**src/rtl/ex_mc_ctrl_pkg.sv**
```systemverilog
// Shared definitions for the EX-stage multi-cycle controller: opcodes, reset
// level, state encoding and the captured divide context.
package ex_mc_ctrl_pkg;

    localparam int unsigned DATA_W    = 32;
    localparam int unsigned HILO_W    = 2 * DATA_W;
    localparam int unsigned ALUOP_W   = 8;
    localparam int unsigned CNT_W     = 6;
    localparam int unsigned DIV_W     = 2 * DATA_W + 1;
    localparam int unsigned DIV_STEPS = DATA_W;

    localparam logic              RST_ENABLE = 1'b1;
    localparam logic [DATA_W-1:0] ZERO_WORD  = '0;

    localparam logic [ALUOP_W-1:0] EXE_MADD_OP  = 8'b1010_0110;
    localparam logic [ALUOP_W-1:0] EXE_MADDU_OP = 8'b1010_1000;
    localparam logic [ALUOP_W-1:0] EXE_MSUB_OP  = 8'b1010_1010;
    localparam logic [ALUOP_W-1:0] EXE_MSUBU_OP = 8'b1010_1011;
    localparam logic [ALUOP_W-1:0] EXE_DIV_OP   = 8'b0001_1010;
    localparam logic [ALUOP_W-1:0] EXE_DIVU_OP  = 8'b0001_1011;

    typedef enum logic [2:0] {
        ST_IDLE     = 3'd0,
        ST_MACC     = 3'd1,
        ST_DIV_ON   = 3'd2,
        ST_DIV_ZERO = 3'd3,
        ST_DIV_END  = 3'd4
    } state_e;

    typedef enum logic [1:0] {
        OPC_NONE     = 2'd0,
        OPC_MACC_ADD = 2'd1,
        OPC_MACC_SUB = 2'd2,
        OPC_DIV      = 2'd3
    } op_class_e;

    // Everything the divide needs after the operand buses are released
    typedef struct packed {
        logic              neg_quot;
        logic              neg_rem;
        logic [DATA_W-1:0] divisor;
    } div_ctx_t;

    function automatic op_class_e classify(input logic [ALUOP_W-1:0] op);
        unique case (op)
            EXE_MADD_OP, EXE_MADDU_OP: return OPC_MACC_ADD;
            EXE_MSUB_OP, EXE_MSUBU_OP: return OPC_MACC_SUB;
            EXE_DIV_OP,  EXE_DIVU_OP:  return OPC_DIV;
            default:                   return OPC_NONE;
        endcase
    endfunction

    function automatic logic [DATA_W-1:0] neg_if(input logic neg, input logic [DATA_W-1:0] v);
        return neg ? DATA_W'(-v) : v;
    endfunction

endpackage

```
**src/rtl/ex_mc_ctrl_div_step.sv**
```systemverilog
// One restoring shift-subtract step. Register layout: [64:33] partial
// remainder, [32:1] remaining dividend bits, low bits collect the quotient.
module div_step
    import ex_mc_ctrl_pkg::*;
(
    input  logic [DIV_W-1:0]  dr_in,
    input  logic [DATA_W-1:0] divisor,
    output logic [DIV_W-1:0]  dr_next_c
);

    logic [DATA_W:0]   top;
    logic [DATA_W-1:0] diff;

    // top is 33 bits so a remainder above 2^31 shifted left is not truncated
    always_comb begin
        top  = dr_in[DIV_W-1:DATA_W];
        diff = top[DATA_W-1:0] - divisor;
        if (top >= {1'b0, divisor}) begin
            dr_next_c = {diff, dr_in[DATA_W-1:0], 1'b1};
        end else begin
            dr_next_c = {dr_in[DIV_W-2:0], 1'b0};
        end
    end

endmodule

```
**src/rtl/ex_mc_ctrl.sv**
```systemverilog
// EX-stage multi-cycle controller: multiply-accumulate into HI/LO and a
// 32-step restoring divider, with pipeline stall, flush and result strobe.
module ex_mc_ctrl
    import ex_mc_ctrl_pkg::*;
(
    input  logic               clk,
    input  logic               rst,
    input  logic [ALUOP_W-1:0] aluop_i,
    input  logic [DATA_W-1:0]  reg1_i,
    input  logic [DATA_W-1:0]  reg2_i,
    input  logic [HILO_W-1:0]  mulres_i,
    input  logic [DATA_W-1:0]  hi_i,
    input  logic [DATA_W-1:0]  lo_i,
    input  logic               annul_i,
    output logic               stallreq_o,
    output logic [HILO_W-1:0]  hilo_o,
    output logic               valid_o,
    output logic               busy_o
);

    state_e            state;
    logic [HILO_W-1:0] temp;
    logic [CNT_W-1:0]  cnt;
    logic [DIV_W-1:0]  dreg;
    logic [DIV_W-1:0]  dreg_step;
    div_ctx_t          ctx;

    op_class_e         op_class;
    logic              is_signed_div;
    logic              dividend_neg;
    logic              divisor_neg;
    logic [DATA_W-1:0] quot_fix;
    logic [DATA_W-1:0] rem_fix;

    div_step u_div_step (
        .dr_in     (dreg),
        .divisor   (ctx.divisor),
        .dr_next_c (dreg_step)
    );

    // Operand decode used only at issue time from IDLE
    always_comb begin
        op_class      = classify(aluop_i);
        is_signed_div = (aluop_i == EXE_DIV_OP);
        dividend_neg  = is_signed_div & reg1_i[DATA_W-1];
        divisor_neg   = is_signed_div & reg2_i[DATA_W-1];
        quot_fix      = neg_if(ctx.neg_quot, dreg[DATA_W-1:0]);
        rem_fix       = neg_if(ctx.neg_rem, dreg[DIV_W-1:DATA_W+1]);
    end

    always_ff @(posedge clk) begin
        if (rst == RST_ENABLE) begin
            state <= ST_IDLE;
            temp  <= '0;
            cnt   <= '0;
            dreg  <= '0;
            ctx   <= '0;
        end else if (annul_i) begin
            state <= ST_IDLE;
        end else begin
            unique case (state)
                ST_IDLE: begin
                    unique case (op_class)
                        OPC_MACC_ADD: begin
                            temp  <= mulres_i;
                            state <= ST_MACC;
                        end
                        OPC_MACC_SUB: begin
                            temp  <= HILO_W'(~mulres_i + HILO_W'(1));
                            state <= ST_MACC;
                        end
                        OPC_DIV: begin
                            if (reg2_i == ZERO_WORD) begin
                                state <= ST_DIV_ZERO;
                            end else begin
                                dreg  <= {ZERO_WORD, neg_if(dividend_neg, reg1_i), 1'b0};
                                ctx   <= '{neg_quot: dividend_neg ^ divisor_neg,
                                           neg_rem:  dividend_neg,
                                           divisor:  neg_if(divisor_neg, reg2_i)};
                                cnt   <= '0;
                                state <= ST_DIV_ON;
                            end
                        end
                        default: state <= ST_IDLE;
                    endcase
                end
                ST_DIV_ON: begin
                    dreg <= dreg_step;
                    cnt  <= cnt + CNT_W'(1);
                    if (cnt == CNT_W'(DIV_STEPS - 1)) begin
                        state <= ST_DIV_END;
                    end
                end
                ST_MACC, ST_DIV_ZERO, ST_DIV_END: state <= ST_IDLE;
                default: state <= ST_IDLE;
            endcase
        end
    end

    // Outputs follow state and live inputs; reset and flush silence them
    always_comb begin
        stallreq_o = 1'b0;
        valid_o    = 1'b0;
        hilo_o     = '0;
        busy_o     = (rst != RST_ENABLE) && (state != ST_IDLE);
        if ((rst != RST_ENABLE) && !annul_i) begin
            unique case (state)
                ST_IDLE:     stallreq_o = (op_class != OPC_NONE);
                ST_MACC: begin
                    hilo_o  = temp + {hi_i, lo_i};
                    valid_o = 1'b1;
                end
                ST_DIV_ON:   stallreq_o = 1'b1;
                ST_DIV_ZERO: valid_o = 1'b1;
                ST_DIV_END: begin
                    hilo_o  = {rem_fix, quot_fix};
                    valid_o = 1'b1;
                end
                default: ;
            endcase
        end
    end

endmodule

```
**config.mk**
```make
export PLATFORM = sky130hd
export DESIGN_NAME = ex_mc_ctrl
export DESIGN_NICKNAME = d
export VERILOG_FILES = /design/src/rtl/ex_mc_ctrl_pkg.sv /design/src/rtl/ex_mc_ctrl_div_step.sv /design/src/rtl/ex_mc_ctrl.sv
export SDC_FILE = /design/constraint.sdc
export NUM_CORES = 1
export LEC_CHECK = 0
export ABC_AREA = 0
export CORE_MARGIN = 3
export CORE_UTILIZATION = 40
export CTS_CLUSTER_DIAMETER = 50
export DETAILED_ROUTE_END_ITERATION = 16
export GPL_TIMING_DRIVEN = 0
export PLACE_DENSITY = 0.59
export SLEW_MARGIN = 20
export SYNTH_ARGS = -nofsm -noshare
export SYNTH_HDL_FRONTEND = slang
export SYNTH_HIERARCHICAL = 1
export SYNTH_SLANG_ARGS = --single-unit
```
**constraint.sdc**
```tcl
create_clock -name clk -period 8.34 [get_ports clk]
set_clock_uncertainty 0.2 [all_clocks]
set_input_delay 0.834 -clock clk [delete_from_list [all_inputs] [get_ports clk]]
set_output_delay 0.834 -clock clk [all_outputs]
set_load 0.01 [all_outputs]
```
==> reports/qor.txt <==
I/O pins: 270
CP max stage delay: 1.01 ns
P_leak: 7.91 nW
CP Data Arrival Time: 5.87 ns
Power Density: 93.9 mW/mm²
Synth Area in Simple Gates: 21.1%
core area: 0.0423 mm²
row count: 75
Yosys reg bits: 172
xor and xnor area share after synthesis: 13.5%
Reg-to-Reg End: dreg[63]
Max clock buf depth: 2
class of the worst hold path: reg -> reg
CP most frequent cell: clkdlybuf4s50_1
worst r2r src: dreg[33]
mux share of post-synthesis cell area: 2.55%
Worst-path clk slew: 0.07 ns
initial antenna violation count: 0
detailed-route DRC error count: 0
nets: 2929
CP max-delay cell: a2111oi_0
Post-synth EDFFs: 0
flop2flop setup slack: 4.60 ns
WL per Instance: 19.6 µm
top_reg_cell synth: dfxtp_1
Netlist cell types: 89
WL final: 62.9 mm
Synth Area in Compound Gates: 28.4%
cell count after synthesis: 2332
routability cong.: 0.911
worst slew pin tran: 1.06 ns
CP Cell Sequence: clkdlybuf4s50_1 -> ha_1 -> inv_1 -> fa_1 -> nand2b_1 -> a21oi_1 -> o21a_1 -> a21o_1 -> o2111ai_1 -> a2111oi_0 -> a31oi_1 -> o21ai_0 -> xnor2_1 -> o22ai_1 -> clkdlybuf4s50_1
yosys warns: 6
critical path startpoint category: input port
final core occ: 50.2%
asr flop ratio synth: 0%
Final Cycle Share: 82.7%
launch point of the worst path: lo_i[0]
R2R depth: 12
Multi-input gate area: 0.0127 mm²
initial core utilization: 40.8%
CP required: 7.31 ns
CTS sink cnt: 172
crit path capture type: primary output
vias in the first global route: 17371
die height: 214 µm
Post-DP Area: 0.0207 mm²
die width: 214 µm
post-CTS sizing: 0
first-pass GRT wire length: 96.0 mm
grt ovf: 0
Synth Area in Adders: 7.84%
worst hold endpoint: temp[32]
relative slew slack: 27.8%
largest family of logic cells by synthesized area: compound AO/OA/AOI/OAI gates
Final Hold Viols: 0
cts hold-fix bufs: 0
Antenna diodes: 0
max_cap viols: 0
most common cell after layout, fill and taps aside: clkdlybuf4s50_1
hold depth: 2
setup bufs post-CTS: 0
Slew Viols, Final: 0
vias: 18089
filler cell count in the final layout: 4290
htree depth: 4
commonest non-fill, non-tap cells in the layout: 268 x clkdlybuf4s50_1, 266 x nand2_1, 223 x nor2_1, 193 x a21oi_1, 172 x dfxtp_1
RSZ-0062 raised after global routing: false
CP Class: in -> out
worst skew pair latency: 0.47 ns
full die area: 0.0457 mm²
Area Overhead vs Synth: 23.1%
DR vias/cell: 5.64
Total GRT Usage: 26.9%
Peak Freq: 0.145 GHz
share of layout cells above drive strength 1: 6.04%
HPWL Detailed: 52.0 mm
DRT iter0 DRCs: 1190
hold_ws: 0.261 ns
count of final setup violators: 0
pin count of the biggest net entering global routing: 17
worst vdd ir: 0.146 mV
CTS tree: yes
Max FO, Critical Path: 4
Post-Syn Area: 0.0173 mm²
Detailed Routing Iterations Pass 1: 5
Synthesized Nets: 2642
crit path time final: 6.90 ns
final setup TNS: 0 ns
Root Driver: clkbuf_16
Mean Syn Cell Area: 7.40 µm²
remaining antenna violation count: 0
sequential cell area: 0.00344 mm²
PortBufs: 268
sequential area share after synthesis: 19.9%
Hold Startpoint: temp[32]
cell area after layout: 0.0212 mm²
status: completed
Num CTS Buffers: 17
per-stage QoR:
stage	setup WS [ns]	power, W	instances
detailed placement	1.53	0.00119	3177
floorplan	3.77	0.00101	2332
global route	1.39	0.00207	3209
global placement	1.38	0.00119	3177
finish	1.44	0.00200	3209
CTS	1.50	0.00201	3209
logic make-up (layout without fill, tap and decap cells):
| kind of cell | after synthesis | after routing |
|---|---|---|
| fa+ha+maj | 107 | 107 |
| mux | 37 | 37 |
| xor+xnor | 266 | 266 |
| compound gates | 737 | 737 |
| simple gates | 763 | 763 |
| flops | 172 | 172 |
| buf+inv | 250 | 550 |
per-layer routing:
metal	part of all wire (%)	GRT usage, %	up-vias
met5	0	0	-
met4	2.6	8.43	0
met3	4.4	2.71	70
met2	46	43.5	519
met1	47	37.9	8482
li1	-	-	9018
layout make-up:
| class | instances | share of cell area, % |
|---|---|---|
| multi-input cells | 1910 | 59.6 |
| flip-flops and latches | 172 | 16.2 |
| repair buffers | 268 | 12.6 |
| plain buffers | 176 | 4.16 |
| well taps | 577 | 3.40 |
| clock buffers | 20 | 2.15 |
| inverters | 74 | 1.31 |
| clock inverters | 12 | 0.601 |
synthesized netlist by cell type (all sizes together), types with 25 or more instances:
master | count | area (µm²)
dfxtp | 172 | 3440
clkbuf | 123 | 502
nor2 | 223 | 837
nand4 | 35 | 219
inv | 74 | 278
or4 | 26 | 219
o41ai | 27 | 278
a211oi | 105 | 788
nand3 | 31 | 155
ha | 105 | 1310
nand2 | 267 | 1000
a21oi | 194 | 975
o21ai | 110 | 554
o211ai | 25 | 188
nor4 | 26 | 199
buf | 53 | 382
xor2 | 159 | 1390
or3 | 28 | 191
nor3 | 42 | 210
xnor2 | 107 | 937
o31ai | 56 | 425
o22ai | 37 | 231
a21o | 46 | 345
mux2 | 29 | 360
power breakdown:
part / leakage (nW) / total [W] / internal (W) / switching [W]
clock: 0.290 / 0.000824 / 0.000437 / 0.000388
combinational: 6.23 / 0.000343 / 0.000161 / 0.000182
sequential: 1.39 / 0.000829 / 0.000825 / 0.00000347
total: 7.91 / 0.00200 / 0.00142 / 0.000573
worst max-delay path by stage:
stage / endpoint / depth (start not counted)
CTS: hilo_o[62] / 15
global route: hilo_o[62] / 15
floorplan: hilo_o[62] / 13
finish: hilo_o[62] / 15
detailed placement: hilo_o[62] / 15
global placement: hilo_o[62] / 15
sequential cells by signal (all words and copies together), names as in the netlist:
name,count
temp,64
dreg,65
cnt,6
state,3
ctx,34
critical path: cells and delay by family:
family                     cells  cell delay, ns
AOI/OAI and AO/OA              8            2.98
buffers and inverters          3            1.18
adders and majority gates      2            0.56
and+or+nand+nor                1            0.19
xor gates and xnor gates       1            0.11
Power figures use the tool's default switching activity.
